$ cat config.mk
export PLATFORM = sky130hd
export DESIGN_NAME = slave_cpl_recorder_reader
export DESIGN_NICKNAME = d
export VERILOG_FILES = /design/src/rtl/slave_cpl_recorder_reader.sv
export SDC_FILE = /design/constraint.sdc
export NUM_CORES = 1
export LEC_CHECK = 0
export BUFFER_PORTS_ARGS = -buffer_cell sky130_fd_sc_hd__buf_4
export CORE_MARGIN = 2
export CORE_UTILIZATION = 41
export DETAILED_ROUTE_END_ITERATION = 10
export PLACE_DENSITY = 0.85
export SETUP_SLACK_MARGIN = 0.05
export SYNTH_ARGS = -nofsm -noshare
export SYNTH_HDL_FRONTEND = slang
export SYNTH_SLANG_ARGS = --single-unit
$ cat constraint.sdc
create_clock -name clk -period 1.48 [get_ports clk]
set_input_delay 0 -clock clk [delete_from_list [all_inputs] [get_ports clk]]
set_output_delay 0 -clock clk [all_outputs]
set_load 0.005 [all_outputs]
$ cat src/rtl/slave_cpl_recorder_reader.sv
// Completion-side reader for the request recorder: looks up each completion tag,
// classifies the result, and frees the recorder entry when the tag is finished.
module slave_cpl_recorder_reader #(
  parameter int TAG_W   = 8,
  parameter int ENTRY_W = 32
) (
  input  logic               clk,
  input  logic               arst,
  input  logic               cpl_valid,
  output logic               cpl_ready,
  input  logic [TAG_W-1:0]   cpl_tag,
  input  logic               cpl_last,
  input  logic [2:0]         cpl_status,
  output logic               req_rd_en,
  output logic [TAG_W-1:0]   req_rd_addr,
  input  logic [ENTRY_W-1:0] req_rd_data,
  output logic               req_free_en,
  output logic [TAG_W-1:0]   req_free_addr,
  output logic               rsp_valid,
  input  logic               rsp_ready,
  output logic [ENTRY_W-2:0] rsp_entry,
  output logic [TAG_W-1:0]   rsp_tag,
  output logic               rsp_last,
  output logic [1:0]         rsp_err
);

  typedef enum logic [1:0] {IDLE, LOOKUP, CAPTURE, RESPOND} state_t;

  state_t             r_state;
  state_t             w_next;
  logic [TAG_W-1:0]   r_tag;
  logic               r_last;
  logic [2:0]         r_status;
  logic [ENTRY_W-2:0] r_entry;
  logic [TAG_W-1:0]   r_rsp_tag;
  logic               r_rsp_last;
  logic [1:0]         r_err;
  logic               r_free;
  logic               w_accept;
  logic               w_hs;

  assign w_accept = cpl_valid && cpl_ready;
  assign w_hs     = rsp_valid && rsp_ready;

  always_ff @(posedge clk or posedge arst) begin
    if (arst) r_state <= IDLE;
    else      r_state <= w_next;
  end

  always_comb begin
    w_next = r_state;
    case (r_state)
      IDLE:    if (w_accept) w_next = LOOKUP;
      LOOKUP:  w_next = CAPTURE;
      CAPTURE: w_next = RESPOND;
      RESPOND: if (w_hs) w_next = IDLE;
      default: w_next = IDLE;
    endcase
  end

  // An invalid entry means nobody is waiting for this tag, so that verdict
  // overrides the completer status and never frees the entry.
  always_ff @(posedge clk or posedge arst) begin
    if (arst) begin
      r_tag      <= '0;
      r_last     <= 1'b0;
      r_status   <= 3'b000;
      r_entry    <= '0;
      r_rsp_tag  <= '0;
      r_rsp_last <= 1'b0;
      r_err      <= 2'b00;
      r_free     <= 1'b0;
    end else begin
      if (r_state == IDLE && w_accept) begin
        r_tag    <= cpl_tag;
        r_last   <= cpl_last;
        r_status <= cpl_status;
      end
      if (r_state == CAPTURE) begin
        r_entry   <= req_rd_data[ENTRY_W-2:0];
        r_rsp_tag <= r_tag;
        if (!req_rd_data[ENTRY_W-1]) begin
          r_err      <= 2'b10;
          r_rsp_last <= 1'b1;
          r_free     <= 1'b0;
        end else if (r_status != 3'b000) begin
          r_err      <= 2'b01;
          r_rsp_last <= 1'b1;
          r_free     <= 1'b1;
        end else begin
          r_err      <= 2'b00;
          r_rsp_last <= r_last;
          r_free     <= r_last;
        end
      end
    end
  end

  assign cpl_ready     = (r_state == IDLE);
  assign req_rd_en     = (r_state == LOOKUP);
  assign req_rd_addr   = req_rd_en ? r_tag : '0;
  assign rsp_valid     = (r_state == RESPOND);
  assign rsp_entry     = r_entry;
  assign rsp_tag       = r_rsp_tag;
  assign rsp_last      = r_rsp_last;
  assign rsp_err       = r_err;
  assign req_free_en   = w_hs && r_free;
  assign req_free_addr = req_free_en ? r_rsp_tag : '0;

endmodule
### Yosys cells after proc, flatten, opt, wreduce, memory -nomap -nowiden

Index checks and enable logic that the tools add are counted.

| cells by class | value |
|---|---|
| equal/unequal tests | 5 |
| multiplexer cells | 10 |
| reductions and logical operators | 7 |

Operator list:

| cell | count |
|---|---|
| two-way mux 8 bit | 2 |
| one-hot mux 2 bit (4 select lines) | 1 |
| two-way mux 2 bit | 3 |
| equality test 2 bit, second input constant | 2 |
| logical AND 1 bit | 4 |
| two-way mux 1 bit | 4 |
| inequality test 2 x 1 -> 1 bit, second input constant | 2 |
| nonzero test 3 bit | 1 |
| equality test 2 x 1 -> 1 bit, second input constant | 1 |
| logical NOT 2 bit | 1 |
| AND reduction 2 bit | 1 |

| word-level totals | value |
|---|---|
| bits in registers | 57 |
| input bits | 48 |
| output and inout port bits | 62 |
| logic and storage cells | 31 |

### Longest topological paths before layout

| depth | value |
|---|---|
| depth after elaboration | 4 |
| gate-level depth with buffers | 6 |
| depth with buffers taken out | 4 |

### Least setup slack after synthesis

No wires, ideal clock.

| timing path | value |
|---|---|
| path type | register to register |
| from | register r_state[0] |
| to | register r_state[1] |
| setup time | 0.125 ns |
| arrival time | 1.243 ns |
| required time | 1.355 ns |
| setup slack | 0.112 ns |
| cell stages (with the launch flop) | 5 |
| path buffers | 0 |
| clock period less this slack | 1.368 ns |
| cells stage by stage | dfrtp_1 -> ha_1 -> nor2b_1 -> a21oi_1 -> mux2_2 |

| on the way | value |
|---|---|
| cells in the longest elaborated chain, start to end | 4 |

RTL lines:

| item | line | RTL |
|---|---|---|
| from (decl) | 29 | `state_t r_state;` |
| from (signal assigned) | 47 | `else r_state <= w_next;` |
| equality test 2 bit (*) | 102 | `assign rsp_valid = (r_state == RESPOND);` |
| net rsp_valid | 19 | `output logic rsp_valid,` |
| logical AND 1 bit | 43 | `assign w_hs = rsp_valid && rsp_ready;` |
| inequality test 2 x 1 -> 1 bit (no line) | - |  |
| AND reduction 2 bit (no line) | - |  |

The timed path passes the listed nets; every way through them passes the cells marked *.
A chain may end at the register's enable or synchronous reset.

### Worst setup path in the final report

| timing path | value |
|---|---|
| from | register r_state[1] |
| to | output port req_free_addr[3] |

| on the way | value |
|---|---|
| cells in the longest elaborated chain, start to end | 4 |

RTL lines:

| item | line | RTL |
|---|---|---|
| equality test 2 bit | 102 |  |
| logical AND 1 bit | 43 |  |
| logical AND 1 bit | 107 | `assign req_free_en = w_hs && r_free;` |
| two-way mux 8 bit | 108 | `assign req_free_addr = req_free_en ? r_rsp_tag : '0;` |
| to (decl) | 18 | `output logic [TAG_W-1:0] req_free_addr,` |

Every way passes these cells.

==> flow_summary.ini <==
[outcome]
status = completed

[finish]
final_cells = 399
nets = 375
final_cell_mix = buf_4 (108), dfrtp_1 (55), mux2_2 (52)
layout-drive-gt1-share_pct = 62.4
diodes = 0
final_common_cell = buf_4
fin_area_um2 = 4040
syn_to_final_growth_pct = 72.3

[logic_synthesis]
synth_seq_cells = 57
synth_mux_area_share_pct = 25.4
synth-compound-area-share_pct = 1.44
yosys.area_share.simple_pct = 5.87
synth_xor_area_share_pct = 0
synth_area_um2 = 2340
syn-num-nets = 208
synthCells = 156
ys_warn_count = 0
synth-seq-area-share_pct = 60.8
synth_cell_type_count = 20
synth_top_family_by_area = multiplexers
synth_fa_ha_area_share_pct = 2.13
avgSynthCellArea_um2 = 15.0

[clock_tree]
ctsLongestPathBuffers = 2
numCtsBuffers = 9
cts_tree = done
clock_sinks = 57
root_buffer = clkbuf_8
clock_latency_ps = 320
htreeDepth = 3
clkTransAtPathRegs_ps = 60

[timing]
setup_viol = 0
tightestPinTransition_ps = 494
fmax_mhz = 707
finalMaxSlewViolations = 0
rsz0062_at_grt = yes
finalHoldViolations = 0
timing.final.crit_period_ps = 1410
setup-tns-final_ps = 0
slew_headroom_pct = 67.0
skew_ps = 4.62
finalCritPeriodShare_pct = 95.6

[floorplan]
die_x_um = 79.6
num_rows = 27
core_um2 = 5510
die-area_um2 = 6340
ios = 110
start_util_pct = 42.6
die_h_um = 79.6

[setup_path]
cp_max_fo = 5
cp-end-kind = output pin
critPathRequiredTime_ps = 1480
cp_data_arrival_time_ps = 1410
cp-start-kind = flop
crit_type = flop to output pin

[global_route]
gr-total-overflow = 0
antenna_found_initial = 0
grt_usage_pct = 20.5
grt_pass1_vias = 2014
grt_pass1_wl_mm = 9.69
grt_max_degree = 30

[pwr]
p_leak_nw = 1.91
ir_worst_vdd_v = 0.00113
power_mw = 7.94
power_density_nw_per_um2 = 1970

[place]
port_buffers = 109
hpwl_mm = 3.79
gp_congestion = 0.730
dp_cells = 334
post_dp_cell_area_um2 = 3240

[detailed_routing]
vias = 1867
via_per_inst = 4.68
drt-pass1-iter-count = 4
first_iter_violations = 31
routedWlPerCell_um = 15.7
wl_mm = 6.25
antenna_left = 0
drc_errors = 0

[worst_hold_path]
hold_path.class = primary input to flop

[run]
maxCapViolCount = 0
## cell usage after synthesis (all sizes together)
cell | instances | area share [%]
and2 | 16 | 4.3
mux2i | 1 | 0.43
ha | 4 | 2.1
and3 | 1 | 0.27
a31oi | 1 | 0.27
o22ai | 2 | 0.53
nor4 | 1 | 0.27
nor2b | 1 | 0.27
a21oi | 1 | 0.21
inv | 7 | 1.1
dfrtp | 57 | 61
mux2 | 52 | 25
nor3 | 1 | 0.21
nor2 | 1 | 0.16
buf | 6 | 2.6
o32a | 1 | 0.43
clkbuf | 1 | 0.59
nand2 | 2 | 0.43
## final timing paths
check	from	slack, ps	end	cells past startpoint
max in group asynchronous	arst	530	rsp_entry[25]$_DFFE_PP0P_	4
worst min register to register	rsp_entry[11]$_DFFE_PP0P_	510	rsp_entry[11]$_DFFE_PP0P_	1
worst max-delay path	r_state[1]$_DFFE_PP0P_	70	req_free_addr[3]	4
min in group asynchronous	arst	290	rsp_entry[2]$_DFFE_PP0P_	3
worst min-delay path	cpl_valid	170	r_tag[6]$_DFFE_PP0P_	3
worst max register to register	r_state[1]$_DFFE_PP0P_	80	r_state[1]$_DFFE_PP0P_	4
## registers in the layout, summed over array words and instances, names as in the netlist
register   cells
rsp_last       1
r_free         1
r_last         1
r_tag          8
rsp_tag        8
r_status       3
r_state        2
rsp_entry     31
rsp_err        2
## final cells by class
cell class / count / area, µm²
inverter: 7 / 26.3
clock inverter: 3 / 40.0
fill: 386 / 1470
clock buffer: 12 / 155
tap: 72 / 90.1
timing repair buffer: 162 / 1390
multi-input combinational: 86 / 905
sequential: 57 / 1430
## per-layer routing
| layer | GRT usage (%) | up-vias | wire [µm] |
|---|---|---|---|
| met5 | 0 | - | 0 |
| met4 | 10.2 | 0 | 133 |
| met3 | 4.41 | 12 | 329 |
| met2 | 38.1 | 74 | 3390 |
| met1 | 21.8 | 909 | 2400 |
| li1 | - | 872 | - |
## per-stage QoR
stage / hold slack [ps] / utilization, % / worst slack (ps)
after floorplan: 92.6 / - / 80.4
after global placement: 63.4 / 58.8 / 60.5
after detailed placement: 65.3 / 58.8 / -3.32
after CTS: 144 / 71.3 / 25.4
after global routing: 169 / 73.3 / -2.59
final: 168 / 73.3 / 65.8
## cell families after synthesis
group / after synthesis
buffers and inverters: 14
DFF: 57
muxes: 53
and+or+nand+nor: 23
adders and majority gates: 4
AOI/OAI and AO/OA: 5
## power breakdown
group	switching (mW)	total [mW]	leakage [nW]	internal (mW)
Sequential	0.543	2.93	0.667	2.38
Combinational	1.25	3.61	1.14	2.35
Clock	0.553	1.41	0.102	0.854
## what timing repair did
action / in CTS / in global routing
resized for setup: 7 / 22
setup endpoints to repair: 48 / 51
hold buffers: 45 / 0
pin swaps: 0 / 3
setup buffers: 2 / 1
hold endpoints to repair: 69 / 0
gates cloned: 1 / 1
## worst max-delay path, stage by stage, from the launching register on
cell,delay (ps)
dfrtp_2,450
ha_4,190
and3_4,180
and2_4,160
buf_6,110
Power figures use the tool's default switching activity.
